$ cat src/rtl/enemy_jump_sched_if.sv
// Bundle of enemy state inputs, detector hookup and per-frame step outputs
// shared between the enemy jump scheduler and its neighbours.
interface enemy_jump_sched_if #(
  parameter int unsigned N_ENEMIES = 4
);
  logic                      frame_tick;
  logic [14*N_ENEMIES-1:0]   enemy_loc_all;
  logic [2*N_ENEMIES-1:0]    enemy_dir_all;
  logic [N_ENEMIES-1:0]      enemy_grounded;
  logic [13:0]               det_loc;
  logic [1:0]                det_dir;
  logic                      det_jump;
  logic                      scan_busy;
  logic                      step_valid;
  logic [4*N_ENEMIES-1:0]    y_step_all;
  logic [N_ENEMIES-1:0]      airborne;
  logic                      overrun;

  // Environment side: frame timing, enemy positions and the jump detector
  modport master (
    output frame_tick, enemy_loc_all, enemy_dir_all, enemy_grounded, det_jump,
    input  det_loc, det_dir, scan_busy, step_valid, y_step_all, airborne, overrun
  );

  // Scheduler side
  modport slave (
    input  frame_tick, enemy_loc_all, enemy_dir_all, enemy_grounded, det_jump,
    output det_loc, det_dir, scan_busy, step_valid, y_step_all, airborne, overrun
  );
endinterface

$ cat src/rtl/enemy_jump_sched.sv
// Enemy jump scheduler: shares one combinational jump detector across all
// enemies once per frame, then advances a GROUND/RISE/FALL machine per enemy
// and publishes a signed 4-bit vertical step for each.
module enemy_jump_sched #(
  parameter int unsigned N_ENEMIES   = 4,
  parameter int unsigned RISE_FRAMES = 8,
  parameter int unsigned JUMP_STEP   = 2,
  parameter int unsigned FALL_STEP   = 2
) (
  input  logic               clk,
  input  logic               rst_n,
  enemy_jump_sched_if.slave  bus
);

  localparam int unsigned IDX_W  = (N_ENEMIES > 1) ? $clog2(N_ENEMIES) : 1;
  localparam int unsigned CNT_W  = 4;
  localparam int unsigned STEP_W = 4;
  localparam int unsigned LOC_W  = 14;
  localparam int unsigned DIR_W  = 2;

  // Two's-complement step encodings: upward motion is negative
  localparam logic [STEP_W-1:0] STEP_UP   = STEP_W'((2 ** STEP_W) - JUMP_STEP);
  localparam logic [STEP_W-1:0] STEP_DN   = STEP_W'(FALL_STEP);
  localparam logic [STEP_W-1:0] STEP_NONE = '0;
  localparam logic [CNT_W-1:0]  RISE_INIT = CNT_W'(RISE_FRAMES - 1);

  typedef enum logic [1:0] {
    SCH_IDLE   = 2'd0,
    SCH_SCAN   = 2'd1,
    SCH_UPDATE = 2'd2
  } sch_e;

  typedef enum logic [1:0] {
    EN_GROUND = 2'd0,
    EN_RISE   = 2'd1,
    EN_FALL   = 2'd2
  } en_e;

  // Scheduler state
  sch_e                    sch_q, sch_d;
  logic [IDX_W-1:0]        idx_q, idx_d;
  logic [N_ENEMIES-1:0]    jump_flag_q, jump_flag_d;
  logic                    overrun_q, overrun_d;
  logic                    scan_busy_q, scan_busy_d;
  logic                    step_valid_q, step_valid_d;

  // Per-enemy state
  en_e                     en_q   [N_ENEMIES];
  en_e                     en_d   [N_ENEMIES];
  logic [CNT_W-1:0]        cnt_q  [N_ENEMIES];
  logic [CNT_W-1:0]        cnt_d  [N_ENEMIES];
  logic [STEP_W*N_ENEMIES-1:0] y_step_q, y_step_d;
  logic [N_ENEMIES-1:0]    airborne_q, airborne_d;
  logic [STEP_W-1:0]       step_k;

  // Detector presentation, live from the inputs selected by the scan index
  logic [LOC_W-1:0]        det_loc_c;
  logic [DIR_W-1:0]        det_dir_c;

  // Route the enemy under scan to the detector; idle presents zeros
  always_comb begin
    det_loc_c = '0;
    det_dir_c = '0;
    if (sch_q == SCH_SCAN) begin
      for (int k = 0; k < int'(N_ENEMIES); k++) begin
        if (idx_q == IDX_W'(k)) begin
          det_loc_c = bus.enemy_loc_all[LOC_W*k +: LOC_W];
          det_dir_c = bus.enemy_dir_all[DIR_W*k +: DIR_W];
        end
      end
    end
  end

  // Scheduler next state: walk every enemy once per frame, then one update cycle
  always_comb begin
    sch_d        = sch_q;
    idx_d        = idx_q;
    jump_flag_d  = jump_flag_q;
    overrun_d    = overrun_q;
    step_valid_d = 1'b0;
    unique case (sch_q)
      SCH_IDLE: begin
        if (bus.frame_tick) begin
          sch_d       = SCH_SCAN;
          idx_d       = '0;
          jump_flag_d = '0;
        end
      end
      SCH_SCAN: begin
        overrun_d = overrun_q | bus.frame_tick;
        for (int k = 0; k < int'(N_ENEMIES); k++) begin
          if (idx_q == IDX_W'(k)) begin
            jump_flag_d[k] = bus.det_jump;
          end
        end
        if (idx_q == IDX_W'(N_ENEMIES - 1)) begin
          sch_d = SCH_UPDATE;
        end else begin
          idx_d = idx_q + IDX_W'(1);
        end
      end
      SCH_UPDATE: begin
        overrun_d    = overrun_q | bus.frame_tick;
        step_valid_d = 1'b1;
        sch_d        = SCH_IDLE;
      end
      default: begin
        sch_d = SCH_IDLE;
      end
    endcase
    scan_busy_d = (sch_d != SCH_IDLE);
  end

  // Per-enemy jump/fall machines, advanced only in the update cycle
  always_comb begin
    for (int k = 0; k < int'(N_ENEMIES); k++) begin
      en_d[k]  = en_q[k];
      cnt_d[k] = cnt_q[k];
    end
    y_step_d   = y_step_q;
    airborne_d = airborne_q;
    step_k     = STEP_NONE;
    if (sch_q == SCH_UPDATE) begin
      for (int k = 0; k < int'(N_ENEMIES); k++) begin
        step_k = STEP_NONE;
        unique case (en_q[k])
          EN_GROUND: begin
            if (jump_flag_q[k]) begin
              en_d[k]  = EN_RISE;
              cnt_d[k] = RISE_INIT;
              step_k   = STEP_UP;
            end else if (!bus.enemy_grounded[k]) begin
              en_d[k] = EN_FALL;
              step_k  = STEP_DN;
            end
          end
          EN_RISE: begin
            // Entry frame already moved up once, so count the remaining frames
            if (cnt_q[k] != '0) begin
              cnt_d[k] = cnt_q[k] - CNT_W'(1);
              step_k   = STEP_UP;
            end else begin
              en_d[k] = EN_FALL;
              step_k  = STEP_DN;
            end
          end
          EN_FALL: begin
            if (bus.enemy_grounded[k]) begin
              en_d[k] = EN_GROUND;
            end else begin
              step_k = STEP_DN;
            end
          end
          default: begin
            en_d[k]  = EN_GROUND;
            cnt_d[k] = '0;
          end
        endcase
        y_step_d[STEP_W*k +: STEP_W] = step_k;
        airborne_d[k]                = (en_d[k] != EN_GROUND);
      end
    end
  end

  // State registers with asynchronous clear
  always_ff @(posedge clk or negedge rst_n) begin
    if (!rst_n) begin
      sch_q        <= SCH_IDLE;
      idx_q        <= '0;
      jump_flag_q  <= '0;
      overrun_q    <= 1'b0;
      scan_busy_q  <= 1'b0;
      step_valid_q <= 1'b0;
      y_step_q     <= '0;
      airborne_q   <= '0;
      for (int k = 0; k < int'(N_ENEMIES); k++) begin
        en_q[k]  <= EN_GROUND;
        cnt_q[k] <= '0;
      end
    end else begin
      sch_q        <= sch_d;
      idx_q        <= idx_d;
      jump_flag_q  <= jump_flag_d;
      overrun_q    <= overrun_d;
      scan_busy_q  <= scan_busy_d;
      step_valid_q <= step_valid_d;
      y_step_q     <= y_step_d;
      airborne_q   <= airborne_d;
      for (int k = 0; k < int'(N_ENEMIES); k++) begin
        en_q[k]  <= en_d[k];
        cnt_q[k] <= cnt_d[k];
      end
    end
  end

  assign bus.det_loc    = det_loc_c;
  assign bus.det_dir    = det_dir_c;
  assign bus.scan_busy  = scan_busy_q;
  assign bus.step_valid = step_valid_q;
  assign bus.y_step_all = y_step_q;
  assign bus.airborne   = airborne_q;
  assign bus.overrun    = overrun_q;

endmodule

$ cat src/flat_wrapper.sv
// flat-port wrapper written by rule: the top's interface ports become plain ports
module enemy_jump_sched_flat 
#(
  parameter int unsigned N_ENEMIES   = 4,
  parameter int unsigned RISE_FRAMES = 8,
  parameter int unsigned JUMP_STEP   = 2,
  parameter int unsigned FALL_STEP   = 2
)
  (clk, rst_n, bus_frame_tick, bus_enemy_loc_all, bus_enemy_dir_all, bus_enemy_grounded, bus_det_jump, bus_det_loc, bus_det_dir, bus_scan_busy, bus_step_valid, bus_y_step_all, bus_airborne, bus_overrun);
  enemy_jump_sched_if #(.N_ENEMIES(N_ENEMIES)) bus_i ();
  input  logic clk;
  input  logic rst_n;
  input wire logic [$bits(bus_i.frame_tick)-1:0] bus_frame_tick;
  input wire logic [$bits(bus_i.enemy_loc_all)-1:0] bus_enemy_loc_all;
  input wire logic [$bits(bus_i.enemy_dir_all)-1:0] bus_enemy_dir_all;
  input wire logic [$bits(bus_i.enemy_grounded)-1:0] bus_enemy_grounded;
  input wire logic [$bits(bus_i.det_jump)-1:0] bus_det_jump;
  output wire logic [$bits(bus_i.det_loc)-1:0] bus_det_loc;
  output wire logic [$bits(bus_i.det_dir)-1:0] bus_det_dir;
  output wire logic [$bits(bus_i.scan_busy)-1:0] bus_scan_busy;
  output wire logic [$bits(bus_i.step_valid)-1:0] bus_step_valid;
  output wire logic [$bits(bus_i.y_step_all)-1:0] bus_y_step_all;
  output wire logic [$bits(bus_i.airborne)-1:0] bus_airborne;
  output wire logic [$bits(bus_i.overrun)-1:0] bus_overrun;
  assign bus_i.frame_tick = bus_frame_tick;
  assign bus_i.enemy_loc_all = bus_enemy_loc_all;
  assign bus_i.enemy_dir_all = bus_enemy_dir_all;
  assign bus_i.enemy_grounded = bus_enemy_grounded;
  assign bus_i.det_jump = bus_det_jump;
  assign bus_det_loc = bus_i.det_loc;
  assign bus_det_dir = bus_i.det_dir;
  assign bus_scan_busy = bus_i.scan_busy;
  assign bus_step_valid = bus_i.step_valid;
  assign bus_y_step_all = bus_i.y_step_all;
  assign bus_airborne = bus_i.airborne;
  assign bus_overrun = bus_i.overrun;
  enemy_jump_sched #(.N_ENEMIES(N_ENEMIES), .RISE_FRAMES(RISE_FRAMES), .JUMP_STEP(JUMP_STEP), .FALL_STEP(FALL_STEP)) u_core (.clk(clk), .rst_n(rst_n), .bus(bus_i));
endmodule
$ cat config.mk
export PLATFORM = sky130hd
export DESIGN_NAME = enemy_jump_sched_flat
export DESIGN_NICKNAME = d
export VERILOG_FILES = /design/src/rtl/enemy_jump_sched_if.sv /design/src/rtl/enemy_jump_sched.sv /design/src/flat_wrapper.sv
export SDC_FILE = /design/constraint.sdc
export NUM_CORES = 1
export LEC_CHECK = 0
export ABC_AREA = 1
export CORE_MARGIN = 1
export CORE_UTILIZATION = 46
export CTS_CLUSTER_SIZE = 8
export DETAILED_ROUTE_END_ITERATION = 7
export PLACE_DENSITY = 0.91
export SETUP_SLACK_MARGIN = 0.02
export SYNTH_ARGS = -nofsm -noshare
export SYNTH_HDL_FRONTEND = slang
export SYNTH_SLANG_ARGS = --single-unit
$ cat constraint.sdc
create_clock -name clk -period 1.45 [get_ports clk]
set_input_delay 0.145 -clock clk [delete_from_list [all_inputs] [get_ports clk]]
set_output_delay 0.145 -clock clk [all_outputs]
set_load 0.02 [all_outputs]
==> results by group, run 1 <==
CTS
  • Clk buf depth: 2
  • TritonCTS Buffers: 5
  • Clock Latency Late Sink: 290 ps
  • CTS tree: done
  • Htree depth: 2
  • Clock transition at path regs: 80 ps
  • CTS sink count: 47
  • Root Buffer: clkbuf_8

Outcome
  • Failing checks: DRC, setup timing
  • Status: complete, but fails checks

Placement
  • Port Buffer Count: 106
  • RD Place Congestion: ~0.9
  • Post-DP Area: approximately 0.0044 sq mm
  • Worst slack, placed: -584.9 ps
  • HPWL after DPL: 6597 um

Logic synthesis
  • Main synth FF type: dfrtp_1
  • Most frequent cells after synthesis: 169 x nand2_1, 47 x dfrtp_1, 41 x a21oi_1
  • Post-Syn Instances: 460
  • Netlist cell types: 28
  • Syn. warnings: 0
  • Most numerous cell in the Yosys netlist: nand2_1
  • Syn_area_per_cell: 6.925 sq um
  • Sequential fraction of the synthesis area: 0.3692
  • Count of state elements after synthesis: 47
  • Number of synthesized flops with an enable pin: 0
  • Yosys top cell by area: dfrtp_1
  • Ranking of synthesized cells by area: dfrtp_1 37%, nand2_1 20%, a21oi_1 6.4%
  • Fraction of registers with async set/reset: 1.000
  • Mapped Area: 0.003186 sq mm
  • Share of the synthesized area in the top cell type: 0.3692

Power
  • Combinational power share: 0.677
  • Net Sw Frac: 0.4764
  • Tot Pwr: 9.299 mW
  • VDD IR max: 1.181 mV
  • Clock Power Share: 0.084
  • Seq pwr share: 0.239
  • PD cells: 1941 mW/mm^2
  • Pint: 4.869 mW
  • Net Switching: ~4.4 mW
  • Leak: 2.429 nW

Die
  • Initial core utilization: 0.4877
  • FP Rows: 29
  • Die ar.: 0.007262 sq mm
  • Die Span X: 85.22 um
  • Die Span Y: 85.22 um
  • Num ports: between 100 and 150
  • Core area: 0.006531 sq mm

Detailed routing
  • Drt wl/cell: 13.69 um
  • Detailed Route WL: 9011 um
  • Detailed Route Iter0 Violations: 207
  • Residual DRC: 1
  • Antenna viol nets, final: 0
  • Vias: 3478
  • Vias/cell: 5.286
  • Detailed Routing Iterations Pass 1: 8

Finish
  • Nets: 667
  • Finished Cell Area: between 0.004 and 0.005 sq mm
  • Layout cells sized above 1: 0.2238
  • FILL cells: slightly below 500
  • ANT cells: 0
  • Area Overhead vs Synth: 50.39%

Critical path
  • Worst setup SP type: flop
  • Crit path DAT: around 1700 ps
  • Crit-path max FO: 6
  • WP data required: approximately 1300 ps
  • Crit end category: primary output
  • WS Path Type: flop to primary output
  • R2r setup slk: -20 ps

Timing
  • RSZ-0062 raised after global routing: yes
  • Crit share post-route: 1.269
  • Setup WS post-layout: -390.6 ps
  • Fin. max-slew vios: 0
  • Final min period: 1841 ps
  • Clock Skews: approximately 9 ps
  • # setup viols final: 17
  • Final Hold Viols: 0
  • Fmax: approximately 540 MHz

GRT
  • Grt ovf: 0
  • Initial antenna violation count: 0
  • First-pass GRT wire length: ~14000 um
  • GR Util All Layers: 0.2422
  • Largest net degree at the start of global routing: 48
  • Number of global-route vias before repair: 3330

Min path
  • Worst min path class: input pin to async pin

Run
  • Maxcap violations: 0
==> cells by family after synthesis <==
| family | Yosys count | share of synthesized area |
|---|---|---|
| simple gates | 233 | 0.2985 |
| other cells | 1 | 0.001177 |
| compound gates | 99 | 0.1760 |
| buf+inv | 66 | 0.1002 |
| flops | 47 | 0.3692 |
| fa+ha+maj | 14 | 0.05499 |
==> worst max-delay path, stage by stage (launching register included) <==
cell      delay (ps)
dfrtp_2          470
inv_4            110
ha_4             170
inv_2             50
nor2_4           140
nand2_1           70
nand2_1           60
o211ai_1         100
nand2_1          120
buf_6            120
==> per-stage QoR <==
step	util	setup TNS [ps]	cells	hold slack, ps
final	0.7335	-5569	658	365.2
after detailed placement	0.6739	-8654	644	141.6
after CTS	0.6981	-5784	653	364.9
after global placement	0.6739	-7549	644	139.4
after floorplan	-	-1.515	463	-150.6
after global routing	0.7335	-7594	658	379.9
==> final timing paths <==
kind | startpoint | to | depth (start not counted)
max reg2reg | u_core.sch_q[0]$_DFF_PN0_ | u_core.bus.scan_busy$_DFF_PN0_ | 8
min | rst_n | u_core.bus.airborne[0]$_DFFE_PN0P_ | 3
max in group asynchronous | rst_n | u_core.idx_q[0]$_DFFE_PN0P_ | 3
min in group clk | u_core.bus.overrun$_DFFE_PN0P_ | u_core.bus.overrun$_DFFE_PN0P_ | 1
max | u_core.idx_q[0]$_DFFE_PN0P_ | bus_det_loc[6] | 9
min reg2reg | u_core.bus.overrun$_DFFE_PN0P_ | u_core.bus.overrun$_DFFE_PN0P_ | 1
==> power groups by stage <==
stage / clock network, mW / registers [mW] / logic [mW]
2_1_floorplan: 0 / 2.25 / 3.55
3_3_place_gp: 0 / 2.14 / 5.43
3_5_place_dp: 0 / 2.18 / 5.61
4_1_cts: 0.793 / 2.17 / 5.82
5_1_grt: 0.863 / 2.28 / 6.89
6_report: 0.783 / 2.22 / 6.30
==> timing repair <==
item	in CTS	in global routing
pin swaps	10	14
hold endpoints to repair	47	0
hold buffers	1	0
setup buffers	1	5
endpoints found under the setup margin	23	51
gates resized for setup	112	58
==> state kept, by name, indices dropped and copies added (netlist names) <==
register               cells
u_core.bus.scan_busy       1
u_core.sch_q               2
u_core.en_q                8
u_core.bus.step_valid      1
u_core.idx_q               2
u_core.bus.y_step_all      8
u_core.cnt_q              16
u_core.bus.airborne        4
u_core.jump_flag_q         4
u_core.bus.overrun         1
==> metal layers <==
| layer | share of wire | GRT usage | vias up |
|---|---|---|---|
| li1 | - | - | 1711 |
| met3 | 0.067 | 0.05739 | 18 |
| met2 | 0.52 | 0.4494 | 157 |
| met4 | 0.023 | 0.06163 | 0 |
| met1 | 0.39 | 0.2791 | 1592 |
| met5 | 0 | 0 | - |
==> final cells by class <==
| cell class | count | area [sq um] | share of cell area |
|---|---|---|---|
| clock buffers | 6 | 82.58 | 0.01724 |
| multi-input cells | 350 | 1923 | 0.4014 |
| clock inverters | 1 | 5.005 | 0.001045 |
| flip-flops and latches | 47 | 1179 | 0.2460 |
| repair buffers | 134 | 1326 | 0.2768 |
| inverters | 43 | 178.9 | 0.03735 |
| well taps | 77 | 96.34 | 0.02011 |
==> cells in the final DEF, fill, tap and decap left out, drive strengths merged <==
master and n:
dlygate4sd3 1, dlymetal6s2s 12, clkdlybuf4s50 73, a21oi 41
or2 2, o22ai 1, a22oi 1, nand3 23
nand2 172, o211ai 16, clkinv 1, ha 14
nor2 34, a21o 1, conb 4, and2 1
nand4 1, buf 44, dlygate4sd2 4, clkbuf 6
inv 43, o21ai 39, dfrtp 47
Note: power is estimated with default switching activity, not from simulation.
==> run 2: changes to the inputs <==
CAP_MARGIN = 20   (was unset)
HOLD_SLACK_MARGIN = 0.12   (was unset)
==> results of run 2 <==
No change in the layout: final DEF, timing and power equal those of run 1.
==> run 3: changes to the inputs <==
REMOVE_ABC_BUFFERS = 1   (was unset)
==> run 3 against run 2 <==
  * The flow finishes with violations (setup timing)
  * Die area did not move
  * Worst hold slack worse by 29 ps
  * Clock skew is 3.1 ps lower
  * Critical path type unchanged
  * Count of clock-buffer cells in the layout did not move
  * Sequential power decreased by 2%
  * Worst setup slack lost 90 ps
  * Via count up 5.7%
  * Cell count up 2.6%
  * Total power rose by 6.4%
  * Sequential share of layout area is 0.92 points lower
  * Global-route usage increased by 2.7 points
  * Non-clock buffer count grew 16
==> results by group, run 3 (same netlist as run 1, synthesis figures left out) <==
Outcome
  • Status: complete, but fails checks (unchanged)
  • Failing checks: setup timing (was DRC, setup timing)

Timing
  • Final Hold Viols: 0 (unchanged)
  • Clock Skews: 6.043 ps (was 9.134 ps)
  • Hold_ws: 336.1 ps (was 365.2 ps)
  • RSZ-0062 raised after global routing: yes (unchanged)
  • Setup WS post-layout: -480.9 ps (was -390.6 ps)
  • # setup viols final: 34 (was 17)
  • Fin Setup TNS: -6915 ps (was -5569 ps)
  • Fin. max-slew vios: 0 (unchanged)
  • Crit share post-route: 1.332 (was 1.269)
  • Fmax: 517.9 MHz (was 543.3 MHz)
  • Final min period: 1931 ps (was 1841 ps)
  • Actual slew at the worst max-slew pin: between 500 and 600 ps
  • Slew headroom: 0.6597

Critical path
  • WS Path Type: flop to primary output (unchanged)
  • Crit path DAT: 1790 ps (was 1700 ps)
  • R2r setup slk: -130 ps (was -20 ps)
  • WP data required: 1310 ps (about the same)
  • Crit-path max FO: 6 (unchanged)
  • Worst setup SP type: flop (unchanged)
  • Crit end category: primary output (unchanged)

Power
  • PD cells: 1990 mW/mm^2 (was 1941 mW/mm^2)
  • VDD IR max: 1.433 mV (was 1.181 mV)
  • Leak: 2.504 nW (was 2.429 nW)

Placement
  • HPWL after DPL: 7123 um (was 6597 um)
  • RD Place Congestion: 0.8672 (was 0.9123)
  • Worst slack, placed: -686.7 ps (was -584.9 ps)
  • Port Buffer Count: 106 (unchanged)

CTS
  • Root Buffer: clkbuf_8 (unchanged)
  • Clock transition at path regs: 90 ps (was 80 ps)
  • Clock Latency Late Sink: 300 ps (was 290 ps)
  • Clk buf depth: 2 (unchanged)
  • CTS tree: done (unchanged)
  • TritonCTS Buffers: 5 (unchanged)
  • Htree depth: 2 (unchanged)
  • CTS sink count: 47 (unchanged)

Finish
  • ANT cells: 0 (unchanged)
  • Nets: 683 (was 667)
  • Commonest non-fill, non-tap cell in the layout: nand2_1 (unchanged)
  • Top reg by flops: u_core.cnt_q (unchanged)
  • Area Overhead vs Synth: 56.09% (was 50.39%)
  • Layout cells sized above 1: 0.2508 (was 0.2238)
  • Most frequent cells in the layout: 153 x nand2_1, 73 x clkdlybuf4s50_1, 46 x dfrtp_1 (was 163 x nand2_1, 73 x clkdlybuf4s50_1, 45 x dfrtp_1)
  • Max reg flops: 16 (unchanged)

Die
  • Die ar.: 0.007262 sq mm (unchanged)
  • Initial core utilization: 0.4877 (unchanged)
  • Num ports: 111 (unchanged)
  • FP Rows: 29 (unchanged)
  • Die Span Y: 85.22 um (unchanged)
  • Core area: 0.006531 sq mm (unchanged)
  • Die Span X: 85.22 um (unchanged)

Detailed routing
  • Detailed Routing Iterations Pass 1: 5 (was 8)
  • Vias: 3676 (was 3478)
  • Antenna viol nets, final: 0 (unchanged)
  • Detailed Route Iter0 Violations: 259 (was 207)
  • Residual DRC: 0 (was 1)
  • Drt wl/cell: 14.92 um (was 13.69 um)
  • Vias/cell: 5.446 (was 5.286)
  • Detailed Route WL: 10070 um (was 9011 um)

GRT
  • Largest net degree at the start of global routing: 27 (was 48)
  • M1 GR Usage: 0.2915 (was 0.2791)
  • Grt ovf: 0 (unchanged)
  • Number of global-route vias before repair: 3573 (was 3330)
  • GRT met2 Usage: 0.5139 (was 0.4494)
  • Met3 Track Usage GR: 0.05253 (was 0.05739)
  • Gr busiest metal: met2 (unchanged)
  • Initial antenna violation count: 0 (unchanged)
  • GR Util All Layers: 0.2690 (was 0.2422)
  • First-pass GRT wire length: 15740 um (was 14260 um)

Run
  • Maxcap violations: 0 (unchanged)

Min path
  • Worst min path class: input pin to async pin (unchanged)
-- run 3: metal layers --
layer,up-vias,wire [um]
li1,1749,-
met5,-,0
met4,0,358
met2,188,5337
met1,1703,3683
met3,36,691
-- run 3: cell type report --
type	instances	area (sq um)
clock inverter	2	35.03
clock buffer	6	82.58
tap	77	96.34
fill	432	1559
timing repair buffer	150	1464
multi-input combinational	350	1946
inverter	43	171.4
sequential	47	1177
-- run 3: path summary, 6_finish.rpt --
| check | cells after the start | from | end |
|---|---|---|---|
| worst max-delay path | 8 | u_core.idx_q[0]$_DFFE_PN0P_ | bus_det_loc[6] |
| worst min-delay path | 2 | rst_n | u_core.bus.y_step_all[14]$_DFFE_PN0P_ |
| worst max register to register | 9 | u_core.idx_q[1]$_DFFE_PN0P_ | u_core.idx_q[0]$_DFFE_PN0P_ |
| worst min register to register | 1 | u_core.bus.overrun$_DFFE_PN0P_ | u_core.bus.overrun$_DFFE_PN0P_ |
| max in group asynchronous | 3 | rst_n | u_core.idx_q[0]$_DFFE_PN0P_ |
| min in group clk | 1 | u_core.bus.overrun$_DFFE_PN0P_ | u_core.bus.overrun$_DFFE_PN0P_ |
-- run 3: power breakdown --
part	switching, mW	total, mW	internal (mW)
clock network	0.452	1.01	0.558
registers	0.443	2.18	1.73
logic	3.71	6.71	3.00
-- run 3: worst max-delay path, stage by stage, from the launching register on --
cell	delay (ps)
dfrtp_2	470
ha_4	190
buf_6	130
buf_6	130
a21oi_2	120
nand2_1	80
o211ai_1	110
nand2_1	110
buf_6	140
-- run 3: what timing repair did --
| item | 4_1_cts | 5_1_grt |
|---|---|---|
| hold endpoints to repair | 21 | 0 |
| resized for setup | 122 | 68 |
| gates cloned | 0 | 1 |
| pin swaps | 15 | 15 |
| hold buffers | 1 | 0 |
| endpoints found under the setup margin | 33 | 48 |
| buffers inserted | 3 | 11 |
-- run 3: metrics by stage --
step	std cells	power (mW)	area [sq um]	util
finish	675	9.896	4972	0.7613
floorplan	440	5.345	3039	-
global placement	651	7.642	4439	0.6797
CTS	663	9.158	4671	0.7151
detailed placement	651	7.870	4439	0.6797
global route	675	10.56	4972	0.7613
